File: src/rtl/stopwatch_seq_ctrl.sv
// Stopwatch sequencer: key sync/debounce, mode FSM, count-tick prescaler and clear/load strobes.
// A press reaches the FSM two cycles after its debounced rise; every output is registered.

module stopwatch_seq_ctrl #(
   parameter int DIV     = 500000,
   parameter int DEB_CNT = 1000000
) (
   input  logic       clk,
   input  logic       rst,
   input  logic       key_start,
   input  logic       key_pause,
   input  logic       key_load,
   output logic       cnt_en,
   output logic       cnt_clr,
   output logic       cnt_load,
   output logic [1:0] state
);

   localparam int PW = (DIV > 1) ? $clog2(DIV) : 1;
   localparam int DW = (DEB_CNT > 1) ? $clog2(DEB_CNT) : 1;
   localparam logic [PW-1:0] PRE_LAST = PW'(DIV - 1);
   localparam logic [DW-1:0] DEB_LAST = DW'(DEB_CNT - 1);

   typedef enum logic [1:0] {
      IDLE  = 2'b00,
      RUN   = 2'b01,
      PAUSE = 2'b10,
      STOP  = 2'b11
   } mode_t;

   mode_t         mode;
   mode_t         mode_nxt;
   logic [2:0]    keys;
   logic [2:0]    sync1;
   logic [2:0]    sync2;
   logic [2:0]    deb;
   logic [2:0]    deb_d;
   logic [2:0]    press;
   logic [2:0]    sel;
   logic [DW-1:0] deb_cnt [3];
   logic [PW-1:0] pre;
   logic          accept;
   logic          pre_zero;
   logic          advance;
   logic          wrap;
   logic          clr_nxt;
   logic          load_nxt;

   // bit 0 start, bit 1 pause, bit 2 load
   assign keys = {key_load, key_pause, key_start};

   always_ff @(posedge clk) begin
      if (rst) begin
         sync1 <= '0;
         sync2 <= '0;
         deb   <= '0;
         deb_d <= '0;
         press <= '0;
         for (int i = 0; i < 3; i++) deb_cnt[i] <= '0;
      end else begin
         sync1 <= keys;
         sync2 <= sync1;
         deb_d <= deb;
         press <= deb & ~deb_d;
         for (int i = 0; i < 3; i++) begin
            if (sync2[i] == deb[i]) begin
               deb_cnt[i] <= '0;
            end else if (deb_cnt[i] == DEB_LAST) begin
               deb[i]     <= sync2[i];
               deb_cnt[i] <= '0;
            end else begin
               deb_cnt[i] <= deb_cnt[i] + 1'b1;
            end
         end
      end
   end

   // Only the highest-priority press is considered; the rest are dropped.
   always_comb begin
      sel      = 3'b000;
      mode_nxt = mode;
      accept   = 1'b0;
      pre_zero = 1'b0;
      clr_nxt  = 1'b0;
      load_nxt = 1'b0;
      if (press[0])      sel = 3'b001;
      else if (press[1]) sel = 3'b010;
      else if (press[2]) sel = 3'b100;
      case (mode)
         IDLE: begin
            if (sel[0]) begin
               mode_nxt = RUN;
               pre_zero = 1'b1;
               accept   = 1'b1;
            end else if (sel[2]) begin
               load_nxt = 1'b1;
               accept   = 1'b1;
            end
         end
         RUN: begin
            if (sel[0]) begin
               mode_nxt = STOP;
               accept   = 1'b1;
            end else if (sel[1]) begin
               mode_nxt = PAUSE;
               accept   = 1'b1;
            end
         end
         PAUSE: begin
            if (sel[1]) begin
               mode_nxt = RUN;
               accept   = 1'b1;
            end else if (sel[0]) begin
               mode_nxt = STOP;
               accept   = 1'b1;
            end
         end
         STOP: begin
            if (sel[0]) begin
               mode_nxt = IDLE;
               clr_nxt  = 1'b1;
               accept   = 1'b1;
            end else if (sel[2]) begin
               load_nxt = 1'b1;
               accept   = 1'b1;
            end
         end
         default: mode_nxt = IDLE;
      endcase
   end

   // Any accepted event while running freezes the prescaler, so leaving RUN never ticks.
   assign advance = (mode == RUN) && !accept;
   assign wrap    = advance && (pre == PRE_LAST);

   always_ff @(posedge clk) begin
      if (rst) begin
         mode     <= IDLE;
         pre      <= '0;
         cnt_en   <= 1'b0;
         cnt_clr  <= 1'b0;
         cnt_load <= 1'b0;
      end else begin
         mode     <= mode_nxt;
         cnt_en   <= wrap;
         cnt_clr  <= clr_nxt;
         cnt_load <= load_nxt;
         if (pre_zero)     pre <= '0;
         else if (advance) pre <= wrap ? '0 : pre + 1'b1;
      end
   end

   assign state = mode;

endmodule
File: config.mk
export PLATFORM = sky130hd
export DESIGN_NAME = stopwatch_seq_ctrl
export DESIGN_NICKNAME = d
export VERILOG_FILES = /design/src/rtl/stopwatch_seq_ctrl.sv
export SDC_FILE = /design/constraint.sdc
export NUM_CORES = 1
export LEC_CHECK = 0
export CORE_UTILIZATION = 55
export CTS_CLUSTER_DIAMETER = 60
export DETAILED_ROUTE_END_ITERATION = 16
export HOLD_SLACK_MARGIN = 0.06
export PLACE_DENSITY = 0.81
export SETUP_SLACK_MARGIN = 0.15
export SLEW_MARGIN = 5
export SYNTH_ARGS = -nofsm -noshare
export SYNTH_HDL_FRONTEND = slang
export SYNTH_SLANG_ARGS = --single-unit
File: constraint.sdc
create_clock -name clk -period 2.4 [get_ports clk]
set_input_delay 0.36 -clock clk [delete_from_list [all_inputs] [get_ports clk]]
set_output_delay 0.36 -clock clk [all_outputs]
set_load 0.03 [all_outputs]
; ---- After elaboration in Yosys (flattened, before gate mapping)
; Memories as Yosys holds them, arrays and structs flattened.
; Index checks and enable logic that the tools add are counted.
[totals]
ramBits = 60
input_bits = 5
mem_count = 1
ff_bits = 39
latchBits = 0
romBits = 0
[mem_list]
columns = memory, depth, width, read_ports, rd_clocked_by_memory_dff, write_ports, line_no
row1 = deb_cnt, 3, 20, 3, 0, 3, 40  ; logic [DW-1:0] deb_cnt [3];
[op_classes]
eq_ne = 14
n_lt_le_gt_ge = 0
addsub = 4
n_mux = 63
div = 0
mul = 0
n_bitwise = 16
n_shift = 0
n_reduce_logical = 12
[op_table]
columns = operator, count
row1 = $mux 20, 9
row2 = $add 20x1->20 const B, 3
row3 = $eq 20x20->1 const B, 3
row4 = $mux 1, 42
row5 = $add 19x1->19 const B, 1
row6 = $eq 19x19->1 const B, 1
row7 = $mux 19, 1
row8 = $mux 2, 6
row9 = $mux 3, 3
row10 = $or 1x1->1, 9
row11 = $pmux 2 s4, 1
row12 = $ne 3x3->1 const B, 2
row13 = $reduce_and 2->1, 3
row14 = $reduce_or 2->1, 3
row15 = $not 1->1, 5
row16 = $eq 2x2->1 const B, 2
row17 = $ne 2x2->1 const B, 2
row18 = $reduce_and 4->1, 1
row19 = $and 3x3->3, 1
row20 = $eq 1x1->1, 3
row21 = $not 3->3, 1
row22 = $pmux 1 s3, 1
row23 = $reduce_or 3->1, 1
row24 = $eq 2x1->1 const B, 1
row25 = 3 further kinds, 4

; ---- Depth between registers and ports, before layout
[logic_depth]
word_depth = 10
mapped_depth = 8
ltp_nobuf = 7

; ---- Least setup slack after synthesis
; OpenSTA, ideal clock, no wires.
[synth_path]
path_type = register to register
start = reg mode[0], in the netlist state[0]
end = reg pre[18]
slack_ns = 0.270
synth_period_minus_slack_ns = 2.130
stages_incl_launch_ff = 9
arrival_ns = 2.015
cell_sequence = dfxtp_1 inv_1 ha_1 or3b_1 nand4_1 buf_2 nor4_1 xnor2_1 nor2_2
[synth_between]
elab_chain_cells = 7
word_cells_on_any_way = 12
[synth_rtl]
columns = item, line_no
row1 = "start, declared", 31  ; mode_t mode;
row2 = "start signal, assigned", 144  ; mode <= mode_nxt;
row3 = $eq 2x2->1 / $logic_not 2->1 (equally long branches), 89  ; case (mode)
row4 = $reduce_or 2->1 (no source line), n/a
row5 = $pmux 1 s3, 89
row6 = $logic_not 1->1, 133  ; assign advance = (mode == RUN) && !accept;
row7 = $logic_and 1x1->1, 133
row8 = $logic_and 1x1->1, 134  ; assign wrap = advance && (pre == PRE_LAST);
row9 = $mux 19, 149  ; else if (advance) pre <= wrap ? '0 : pre + 1'b1;
row10 = "end signal, assigned", 149
row11 = "end, declared", 41  ; logic [PW-1:0] pre;
; Parallel ways exist; a longest one is shown, timed or not.
; A chain may end at the register's enable or synchronous reset.

; ---- Worst setup path in the final report
[layout_path]
start = reg mode[1], in the netlist state[1]
end = reg pre[1]
; The elaborated chain is that of the path after synthesis.

==> results.toml <==
[job]
maxCapViolCount = 0

[synth]
syn_area_um2 = 4930
syn_avg_cell_area_um2 = 10.4
synthArstFlopShare_pct = 0
synth_edf_count = 60
post_synth_num_cell_types = 50
synth-main-ff-cell = "edfxtp_1"
ys_seq_elements = 99
synth_cells = 476
seq_area_frac_synth_pct = 52.3
synth_warnings = 0

[place]
port_buffers = 9
dpl.hpwl_um = 5870
gp_congestion = 0.753

[route]
routedWlPerCell_um = 12.4
wirelength_um = 8160
drtIter0Drc = 133
vias_per_cell = 5.19
drt-pass1-iter-count = 4
vias = 3423
drc = 0
ant_nets = 0

[global_route]
antenna_found_initial = 0
grt_max_degree = 23
first_global_vias = 3406
track_usage_pct = 19.0
grt_first_pass_wirelength_um = 14700
gr-total-overflow = 0

[sta]
maxSlewViolCount = 0
rsz0062_at_grt = "true"
setup_tns_ps = 0
setup_viol = 0
skew_ps = 6.58
min_period_ps = 2070
finalCritPeriodShare_pct = 86.1
hold_viol = 0
worstMarginPinSlew_ps = 719
max_freq_mhz = 484
max-slew-margin-rel_pct = 51.9

[floorplanning]
dieArea_um2 = 9350
die_x_um = 96.7
row_count = 34
die_h_um = 96.7
boundaryPins = 10
initial_core_util_pct = 56.6
coreArea_um2 = 8720

[worst_setup_path]
endpoint_kind = "flip-flop"
crit_type = "flip-flop to flip-flop"
cp-start-kind = "flip-flop"
path_max_fanout = 16
critPathRequiredTime_ps = 2670
cp.arrival_ps = 2330
reg2reg_depth = 7

[clock_tree]
clock_path_buffers = 2
htree_levels = 3
cts_buffers = 9
cts_sinks = 99
hold_buffers = 0
cts.clk_slew.worst_paths_ps = 90
root_buffer = "clkbuf_8"
insertion_delay_ps = 350
cts_tree = "done"
post_cts_buffers = 0

[final_layout]
drive_gt1_share_pct = 8.71
diodes = 0
area_growth_syn_to_layout_pct = 12.2
fin_nets = 560
fin_util_pct = 63.5

[power_and_ir_drop]
totalPowerFinal_mw = 3.21
power.leakage_nw = 1.89
max-vdd-ir-drop_v = 0.000310
power_density_nw_per_um2 = 579

[min_path]
min_path_type = "flip-flop to flip-flop"
min_delay_path_depth = 1

[outcome]
status = "finished, final reports clean"
registers in the layout, indices dropped and copies added, names as in the netlist:
name      cells
deb_cnt      60
pre          19
deb           3
deb_d         3
press         3
sync1         3
sync2         3
state         2
cnt_clr       1
cnt_en        1
cnt_load      1
where the power goes:
| part | total (mW) | switching (mW) | internal [mW] |
|---|---|---|---|
| clock network | 1.06 | 0.546 | 0.518 |
| logic | 0.227 | 0.134 | 0.0935 |
| registers | 1.92 | 0.0581 | 1.86 |
worst paths after layout:
| check | start | endpoint | slack (ps) |
|---|---|---|---|
| worst max-delay path | state[1]$_SDFFE_PP0P_ | pre[1]$_SDFFE_PP0P_ | 330 |
| worst min-delay path | deb_d[1]$_SDFF_PP0_ | press[1]$_SDFF_PP0_ | 390 |
| worst max register to register | state[1]$_SDFFE_PP0P_ | pre[1]$_SDFFE_PP0P_ | 330 |
| worst min register to register | deb_d[1]$_SDFF_PP0_ | press[1]$_SDFF_PP0_ | 390 |
what timing repair did:
action,4_1_cts,5_1_grt
resized for setup,0,3
hold endpoints to repair,0,0
endpoints found under the setup margin,0,21
metrics by stage:
step,hold WS [ps],setup WS (ps),instances,instance area (um^2)
6_report,390,334,659,5540
3_5_place_dp,385,214,643,5330
3_3_place_gp,375,314,643,5330
2_1_floorplan,367,270,535,5150
4_1_cts,400,171,659,5520
5_1_grt,415,147,659,5540
cell type report:
cell class	instances	area (um^2)
Clock buffer	13	149
Clock inverter	3	45.0
Fill cell	685	3180
Inverter	14	52.6
Multi-Input combinational cell	409	2450
Sequential cell	99	2580
Tap cell	108	135
Timing Repair Buffer	13	120
worst max-delay path, cell delays in order, from the launching register on:
cell	delay (ps)
dfxtp_1	430
inv_1	120
ha_1	300
or3b_1	410
nand4_1	130
nor2_1	60
a21o_4	310
o31ai_1	210
routing by layer:
| metal | GRT usage [%] | wire length (um) | vias to the layer above |
|---|---|---|---|
| li1 | - | - | 1732 |
| met1 | 23.9 | 3740 | 1631 |
| met2 | 32.7 | 4070 | 44 |
| met3 | 2.46 | 162 | 16 |
| met4 | 8.50 | 182 | 0 |
| met5 | 0 | 0 | - |
synth_stat cells (2+ instances only):
cell       n  area share [%]
a21oi_1    6            0.61
and3_1    10             1.3
and4_1     5            0.89
buf_2      6            0.61
clkbuf_1   4            0.30
dfxtp_1   39              16
edfxtp_1  60              37
ha_1       9             2.3
inv_1     14             1.1
mux2i_1    3            0.61
nand2_1   28             2.1
nand2b_1   2            0.25
nand3_1   33             3.3
nand4_1   14             1.8
nor2_1    79             6.0
nor2_2    18             2.3
nor2b_1   13             1.6
nor3_1    13             1.3
nor4_1    11             1.4
nor4_2     2            0.51
nor4b_1    4            0.71
o21ai_0    2            0.20
o21bai_1   2            0.30
or3_1      2            0.25
xnor2_1   42             7.5
xor2_1    31             5.5
cell usage in the layout, fill, tap and decap left out, types with 5 or more instances in the layout:
cell | netlist | routed
a21oi_1 | 6 | 6
and3_1 | 10 | 10
and4_1 | 5 | 5
clkbuf_8 | 0 | 10
clkdlybuf4s50_1 | 0 | 9
conb_1 | 1 | 60
dfxtp_1 | 39 | 39
edfxtp_1 | 60 | 60
ha_1 | 9 | 9
inv_1 | 14 | 14
nand2_1 | 28 | 28
nand3_1 | 33 | 33
nand4_1 | 14 | 14
nor2_1 | 79 | 79
nor2_2 | 18 | 18
nor2b_1 | 13 | 13
nor3_1 | 13 | 13
nor4_1 | 11 | 9
xnor2_1 | 42 | 42
xor2_1 | 31 | 31
logic make-up after synthesis:
group	share of synthesized area, %
flops	52.3
mux	0.609
fa+ha+maj	2.28
compound gates	2.21
buf+inv	2.69
xor+xnor	13.0
simple gates	26.8
other cells	0.0760
(Power assumes the default switching activity.)
